`src/rtl/instr_fetch_if.sv`:
```
// Handshake bundle between the fetch unit, program memory and the instruction handler.
// The master side is the fetch unit; the slave side is the memory/handler environment.
interface instr_fetch_if;
    logic        mem_req;
    logic [15:0] mem_addr;
    logic        mem_ack;
    logic [15:0] mem_rdata;
    logic [15:0] instr;
    logic        instr_valid;
    logic        exec_done;
    logic        jump;
    logic [15:0] jump_target;
    logic        halt;
    logic [15:0] pc;
    logic        halted;
    logic        fetch_err;

    modport master (
        output mem_req, mem_addr, instr, instr_valid, pc, halted, fetch_err,
        input  mem_ack, mem_rdata, exec_done, jump, jump_target, halt
    );

    modport slave (
        input  mem_req, mem_addr, instr, instr_valid, pc, halted, fetch_err,
        output mem_ack, mem_rdata, exec_done, jump, jump_target, halt
    );
endinterface

```
`src/rtl/instr_fetch_unit.sv`:
```
// Program counter plus fetch sequencer: requests one instruction word, holds it
// for the handler until it is executed, then steps or jumps the PC.
module instr_fetch_unit #(
    parameter logic [15:0] RESET_PC = 16'h0000,
    parameter int unsigned TIMEOUT  = 16
) (
    input  logic           clk,
    input  logic           rst,
    instr_fetch_if.master  bus
);
    localparam int unsigned W     = 16;
    localparam int unsigned CNT_W = 16;

    typedef enum logic [2:0] {
        S_IDLE, S_FETCH, S_EXEC, S_HALTED, S_ERROR
    } state_e;

    state_e           state_q, state_d;
    logic [W-1:0]     pc_q, pc_d;
    logic [W-1:0]     instr_q, instr_d;
    logic [CNT_W-1:0] cnt_q, cnt_d;
    logic             mem_req_q, instr_valid_q, halted_q, fetch_err_q;
    logic             timeout_hit;

    // Timeout fires on the last stalled cycle; TIMEOUT=0 disables it.
    assign timeout_hit = (TIMEOUT != 0) && (cnt_q == CNT_W'(TIMEOUT - 1));

    always_comb begin
        state_d = state_q;
        pc_d    = pc_q;
        instr_d = instr_q;
        cnt_d   = '0;
        unique case (state_q)
            S_IDLE: state_d = bus.halt ? S_HALTED : S_FETCH;
            S_FETCH: begin
                if (bus.mem_ack) begin
                    instr_d = bus.mem_rdata;
                    state_d = S_EXEC;
                end else if (timeout_hit) begin
                    state_d = S_ERROR;
                end else begin
                    cnt_d = cnt_q + CNT_W'(1);
                end
            end
            S_EXEC: begin
                if (bus.exec_done) begin
                    // Only control words (bit 15 set) may redirect the PC.
                    pc_d    = (instr_q[15] && bus.jump) ? bus.jump_target : pc_q + W'(1);
                    state_d = bus.halt ? S_HALTED : S_FETCH;
                end
            end
            S_HALTED: state_d = S_HALTED;
            S_ERROR:  state_d = S_ERROR;
            default:  state_d = S_IDLE;
        endcase
    end

    // Status flags are registered from the next state so they line up with it.
    always_ff @(posedge clk or posedge rst) begin
        if (rst) begin
            state_q       <= S_IDLE;
            pc_q          <= RESET_PC;
            instr_q       <= '0;
            cnt_q         <= '0;
            mem_req_q     <= 1'b0;
            instr_valid_q <= 1'b0;
            halted_q      <= 1'b0;
            fetch_err_q   <= 1'b0;
        end else begin
            state_q       <= state_d;
            pc_q          <= pc_d;
            instr_q       <= instr_d;
            cnt_q         <= cnt_d;
            mem_req_q     <= (state_d == S_FETCH);
            instr_valid_q <= (state_d == S_EXEC);
            halted_q      <= (state_d == S_HALTED);
            fetch_err_q   <= (state_d == S_ERROR);
        end
    end

    assign bus.mem_req     = mem_req_q;
    assign bus.mem_addr    = pc_q;
    assign bus.instr       = instr_q;
    assign bus.instr_valid = instr_valid_q;
    assign bus.pc          = pc_q;
    assign bus.halted      = halted_q;
    assign bus.fetch_err   = fetch_err_q;
endmodule

```
`src/flat_wrapper.sv`:
```
// flat-port wrapper written by rule: the top's interface ports become plain ports
module instr_fetch_unit_flat 
#(
    parameter logic [15:0] RESET_PC = 16'h0000,
    parameter int unsigned TIMEOUT  = 16
)
  (clk, rst, bus_mem_req, bus_mem_addr, bus_instr, bus_instr_valid, bus_pc, bus_halted, bus_fetch_err, bus_mem_ack, bus_mem_rdata, bus_exec_done, bus_jump, bus_jump_target, bus_halt);
  instr_fetch_if bus_i ();
  input  logic clk;
  input  logic rst;
  output wire logic [$bits(bus_i.mem_req)-1:0] bus_mem_req;
  output wire logic [$bits(bus_i.mem_addr)-1:0] bus_mem_addr;
  output wire logic [$bits(bus_i.instr)-1:0] bus_instr;
  output wire logic [$bits(bus_i.instr_valid)-1:0] bus_instr_valid;
  output wire logic [$bits(bus_i.pc)-1:0] bus_pc;
  output wire logic [$bits(bus_i.halted)-1:0] bus_halted;
  output wire logic [$bits(bus_i.fetch_err)-1:0] bus_fetch_err;
  input wire logic [$bits(bus_i.mem_ack)-1:0] bus_mem_ack;
  input wire logic [$bits(bus_i.mem_rdata)-1:0] bus_mem_rdata;
  input wire logic [$bits(bus_i.exec_done)-1:0] bus_exec_done;
  input wire logic [$bits(bus_i.jump)-1:0] bus_jump;
  input wire logic [$bits(bus_i.jump_target)-1:0] bus_jump_target;
  input wire logic [$bits(bus_i.halt)-1:0] bus_halt;
  assign bus_mem_req = bus_i.mem_req;
  assign bus_mem_addr = bus_i.mem_addr;
  assign bus_instr = bus_i.instr;
  assign bus_instr_valid = bus_i.instr_valid;
  assign bus_pc = bus_i.pc;
  assign bus_halted = bus_i.halted;
  assign bus_fetch_err = bus_i.fetch_err;
  assign bus_i.mem_ack = bus_mem_ack;
  assign bus_i.mem_rdata = bus_mem_rdata;
  assign bus_i.exec_done = bus_exec_done;
  assign bus_i.jump = bus_jump;
  assign bus_i.jump_target = bus_jump_target;
  assign bus_i.halt = bus_halt;
  instr_fetch_unit #(.RESET_PC(RESET_PC), .TIMEOUT(TIMEOUT)) u_core (.clk(clk), .rst(rst), .bus(bus_i));
endmodule
```
`config.mk`:
```
export PLATFORM = sky130hd
export DESIGN_NAME = instr_fetch_unit_flat
export DESIGN_NICKNAME = d
export VERILOG_FILES = /design/src/rtl/instr_fetch_if.sv /design/src/rtl/instr_fetch_unit.sv /design/src/flat_wrapper.sv
export SDC_FILE = /design/constraint.sdc
export NUM_CORES = 1
export LEC_CHECK = 0
export ABC_CLOCK_PERIOD_IN_PS = 2200
export CAP_MARGIN = 15
export CORE_AREA = 3 3 83 85
export CTS_BUF_LIST = sky130_fd_sc_hd__clkbuf_16
export DETAILED_ROUTE_END_ITERATION = 10
export DIE_AREA = 0 0 86 88
export PLACE_DENSITY = 0.77
export SYNTH_ARGS = -nofsm -noshare
export SYNTH_HDL_FRONTEND = slang
export SYNTH_SLANG_ARGS = --single-unit
```
`constraint.sdc`:
```
create_clock -name clk -period 2.2 [get_ports clk]
set_input_delay 0.66 -clock clk [delete_from_list [all_inputs] [get_ports clk]]
set_output_delay 0.66 -clock clk [all_outputs]
set_load 0.02 [all_outputs]
```
======== Yosys cells after proc, flatten, opt, wreduce, memory -nomap -nowiden ========
Index checks and enable logic that the tools add are counted.
word-level totals
  register bits after elaboration ......... 55
  bits in read-only memories .............. 0
  memories ................................ 0
  output and inout port bits .............. 52
  latch bits .............................. 0
  memory bits (writable) .................. 0
operators by class
  $mul .................................... 0
  shift-type cells ........................ 0
  reductions and logical operators ........ 4
  add/subtract/negate cells ............... 2
  multiplexer cells ....................... 9
  order comparisons ....................... 0
  bitwise gates (word level) .............. 0
  equal/unequal tests ..................... 9
  div/mod/pow operators ................... 0
operators by type and width
  cell                     number
  $mux W16                 4
  $add A16 B1 Y16 const B  2
  $eq A16 B4 Y1 const B    1
  $pmux W3 S5              1
  $eq A3 B2 Y1 const B     4
  $mux W3                  3
  $eq A3 B1 Y1 const B     2
  $eq A3 B3 Y1 const B     2
  $reduce_and A2 Y1        2
  $logic_not A3 Y1         1
  $mux W2                  1
  $logic_and A1 B1 Y1      1

======== Logic depth before layout (Yosys ltp) ========
  depth after elaboration ................. 5
  depth in mapped cells ................... 6
  depth with buffers taken out ............ 5

======== Worst setup path before layout ========
No wires, ideal clock.
  kind .................................... input-to-reg
  start point ............................. in bus_mem_ack
  end point ............................... reg u_core.instr_q[0], in the netlist u_core.bus.instr[0]
  cell stages on the path ................. 4
  data arrival time ....................... 1693 ps
  slack ................................... 382 ps
  setup time .............................. 125 ps
  cell sequence ........................... inv_1 > nor3_2 > buf_2 > mux2_2
between the ends
  word-level cells in the longest chain between the ends .. 1
RTL lines
  element                             line                    source
  start, declared                     flat_wrapper.sv:18      input wire logic [$bits(bus_i.mem_ack)-1:0] bus_mem_ack;
  $reduce_and A2 Y1 (no source line)  --
  end signal, assigned                instr_fetch_unit.sv:72  instr_q <= instr_d;
  end, declared                       instr_fetch_unit.sv:20  logic [W-1:0] instr_q, instr_d;
Every way passes these cells.
A chain may end at the register's enable or synchronous reset.

======== Worst setup path in the final report ========
  start point ............................. reg u_core.pc_q[7], in the netlist u_core.bus.mem_addr[7]
  end point ............................... out bus_mem_addr[7]
RTL lines
  element                 line                    source
  start, declared         instr_fetch_unit.sv:19  logic [W-1:0] pc_q, pc_d;
  start signal, assigned  instr_fetch_unit.sv:71  pc_q <= pc_d;
  end, declared           flat_wrapper.sv:12      output wire logic [$bits(bus_i.mem_addr)-1:0] bus_mem_addr;
No word-level cell between the ends.

==> key figures <==
Run status
  • Status: completed

Logic synthesis
  • Top cells by area, synth: dfrtp_1 (49%), mux2_2 (6.4%), buf_4 (4.3%)
  • Mapped Nets: 326
  • Mapped Area: 2810 um2
  • Synth Warn #: 0
  • Post-synthesis cell count: 286
  • Number of synthesized flops with an enable pin: 0
  • #FFs+latches synth: 55
  • Yosys cell types: 45
  • Yosys top cell area share: between 40% and 50%
  • Seq/Total Area, Yosys: between 40% and 50%
  • Avg Cell Area, Syn: 9.83 um2
  • Ys flop type: dfrtp_1
  • Largest area contributor in the netlist: dfrtp_1
  • FFs w/ async S/R, synth: 100%

Worst hold path
  • Hold crit path type: register to register
  • Hold_sp: u_core.cnt_q[0]$_DFF_PP0_
  • Hold depth: 1

Clock tree
  • H-tree levels: 2
  • CTS clk-pin slew, worst paths: 0.07 ns
  • CTS sink cnt: 55
  • Setup bufs post-CTS: 0
  • TritonCTS Buffers: 5
  • CTS tree: done
  • CTS Buffer Depth: 2
  • Clock latency on the worst-skew pair: approximately 0.29 ns
  • Clock root buffer: clkbuf_16
  • Hold-fix buffers, CTS: 0
  • CTS resizes: 0

Floorplanning
  • Initial Util: 44.8%
  • Die width: 86 um
  • Rows: 29
  • Die ar.: 7570 um2
  • Die Span Y: 88 um
  • Ports: 90
  • Core ar.: 6280 um2

Finish
  • Post-Route Utilization: 61.5%
  • Layout cell share with drive strength beyond 1: under 10%
  • Ant. Diodes: 0
  • Nets: 401
  • FF+latch area: 1380 um2
  • Area Growth Syn to Fin: 37.2%
  • Most frequent cells in the layout: clkdlybuf4s50_1 (89), dfrtp_1 (55), nor2_1 (30)
  • Number of fill cells: ~530
  • Area of the multi-input gates: 1240 um2
  • Non-Filler Instances: 438
  • Most common cell after layout, fill and taps aside: clkdlybuf4s50_1

Route
  • Vias per cell: 5.37
  • Pre-antenna DRT Iters: 5
  • Number of nets still failing antenna checks after routing: 0
  • Drc violations: 0
  • Drt total wl: 6580 um
  • Routed len/inst: around 15 um
  • Starting DRT DRC Count: 102
  • Via Count: roughly 2.4k

Placed design
  • IO buf count: 89
  • Pre-CTS setup slack: 0.0190 ns
  • Placer Congestion: approximately 0.83
  • Placed insts: 431
  • Post-DP HPWL: 4580 um

Critical path
  • Stages on worst setup path: 1
  • Crit Reg-Reg Endpoint: u_core.bus.mem_addr[14]$_DFFE_PP0P_
  • CP required: 1.54 ns
  • Crit-path leading delay family: buffers and inverters
  • Worst setup EP type: primary output
  • R2R depth: 5
  • Crit. Startpoint: u_core.bus.mem_addr[7]$_DFFE_PP0P_
  • Reg-to-reg slack, setup: 0.46 ns
  • CP startpoint kind: register
  • Worst setup path endpoint: bus_mem_addr[7]
  • Crit path cell chain: clkdlybuf4s50_1
  • Slowest CP cell: clkdlybuf4s50_1
  • Critical Path Fanout Max: 8
  • CP max stage delay: 0.65 ns
  • Arrival @ worst endpoint: 1.41 ns
  • Critical path type: register to primary output
  • Reg2Reg Launch Point: u_core.bus.mem_addr[0]$_DFFE_PP0P_
  • Buf+Inv Stages, Crit Path: 1

Timing
  • Slew margin rel.: 76.8%
  • Hold Fails Final Rpt: 0
  • Setup ws final: about 0.13 ns
  • Final Cycle Share: 94.0%
  • Setup TNS: 0 ns
  • # setup viols final: 0
  • Final Skew: between 0.005 and 0.006 ns
  • Max-slew violation count: 0
  • RSZ-0062 raised after global routing: no
  • Maximum clock frequency: between 400 and 500 MHz
  • Minimum clock period: 2.07 ns
  • Worst-Margin Slew: 0.345 ns

Global route
  • Largest net degree at the start of global routing: 56
  • Tot GR Track Use: 18.2%
  • Initial antenna violation count: 0
  • First-pass GRT wire length: 11,100 um
  • Total gr overflow: 0
  • Number of global-route vias before repair: 2,290

Job
  • Max-cap violations: 0

Pwr
  • Total power: 4.34 mW
  • Leakage: 1.52 nW
  • Power per cell area: 1120 nW/um2
  • Peak supply drop: ~0.0007 V
cells in the mapped netlist (2+ instances only):
cell	n
a2bb2oi_1	4
nor4_1	7
mux2_2	16
buf_4	16
nor3_1	7
inv_1	5
xor2_1	3
a211oi_1	2
clkbuf_1	8
buf_2	5
and4_1	2
o21ai_0	9
a31oi_1	3
and2_1	3
o21a_1	2
nor2b_1	2
nand3_1	19
ha_1	2
nand2b_1	2
a22oi_1	2
o22ai_1	3
dfrtp_1	55
xnor2_1	9
a21oi_1	19
or4_1	3
nand2_1	19
and3_1	7
o31ai_1	2
o211ai_1	2
nand4_1	4
nor2_1	30
kinds of logic after synthesis:
family	after synthesis	synth area share, %
flip-flops	55	49.0
AND/OR/NAND/NOR	113	21.2
buffers and inverters	35	7.03
XOR/XNOR	12	3.74
multiplexers	16	6.41
adder cells (fa/ha/maj)	2	0.890
AO/OA/AOI/OAI	53	11.7
area by class of cell:
type,instances,area share [%]
Inverter,5,0.486
Clock buffer,5,3.24
Multi-Input combinational cell,196,32.1
Timing Repair Buffer,98,25.8
Sequential cell,55,35.7
Tap cell,77,2.50
Clock inverter,2,0.227
report_power, final:
part	leakage (nW)	switching [mW]	total [mW]	internal (mW)
combinational	0.751	0.972	2.01	1.04
sequential	0.698	0.283	1.58	1.30
clock	0.0671	0.333	0.742	0.410
through the flow:
stage / hold slack, ns / area (um2)
detailed placement: 0.474 / 3720
CTS: 0.483 / 3860
floorplan: 0.448 / 2810
global route: 0.510 / 3860
global placement: 0.468 / 3720
finish: 0.483 / 3860
worst min path at each step:
| stage | to | slack, ns |
|---|---|---|
| 6_report | u_core.cnt_q[0]$_DFF_PP0_ | 0.48 |
| 4_1_cts | u_core.cnt_q[0]$_DFF_PP0_ | 0.48 |
| 3_3_place_gp | u_core.cnt_q[0]$_DFF_PP0_ | 0.47 |
| 5_1_grt | u_core.cnt_q[0]$_DFF_PP0_ | 0.51 |
| 3_5_place_dp | u_core.cnt_q[0]$_DFF_PP0_ | 0.47 |
| 2_1_floorplan | u_core.cnt_q[0]$_DFF_PP0_ | 0.45 |
sequential cells by signal, summed over array words and instances, names as in the netlist:
register and flops:
u_core.state_q 3, u_core.bus.instr_valid 1, u_core.bus.halted 1, u_core.bus.mem_addr 16
u_core.bus.fetch_err 1, u_core.bus.mem_req 1, u_core.bus.instr 16, u_core.cnt_q 16
layer usage:
metal  track usage (%)  routed length [um]
met1              24.1                2920
met2              30.1                3140
met3              4.14                 488
met4              5.04                  30
met5                 0                   0
Power figures use the tool's default switching activity.
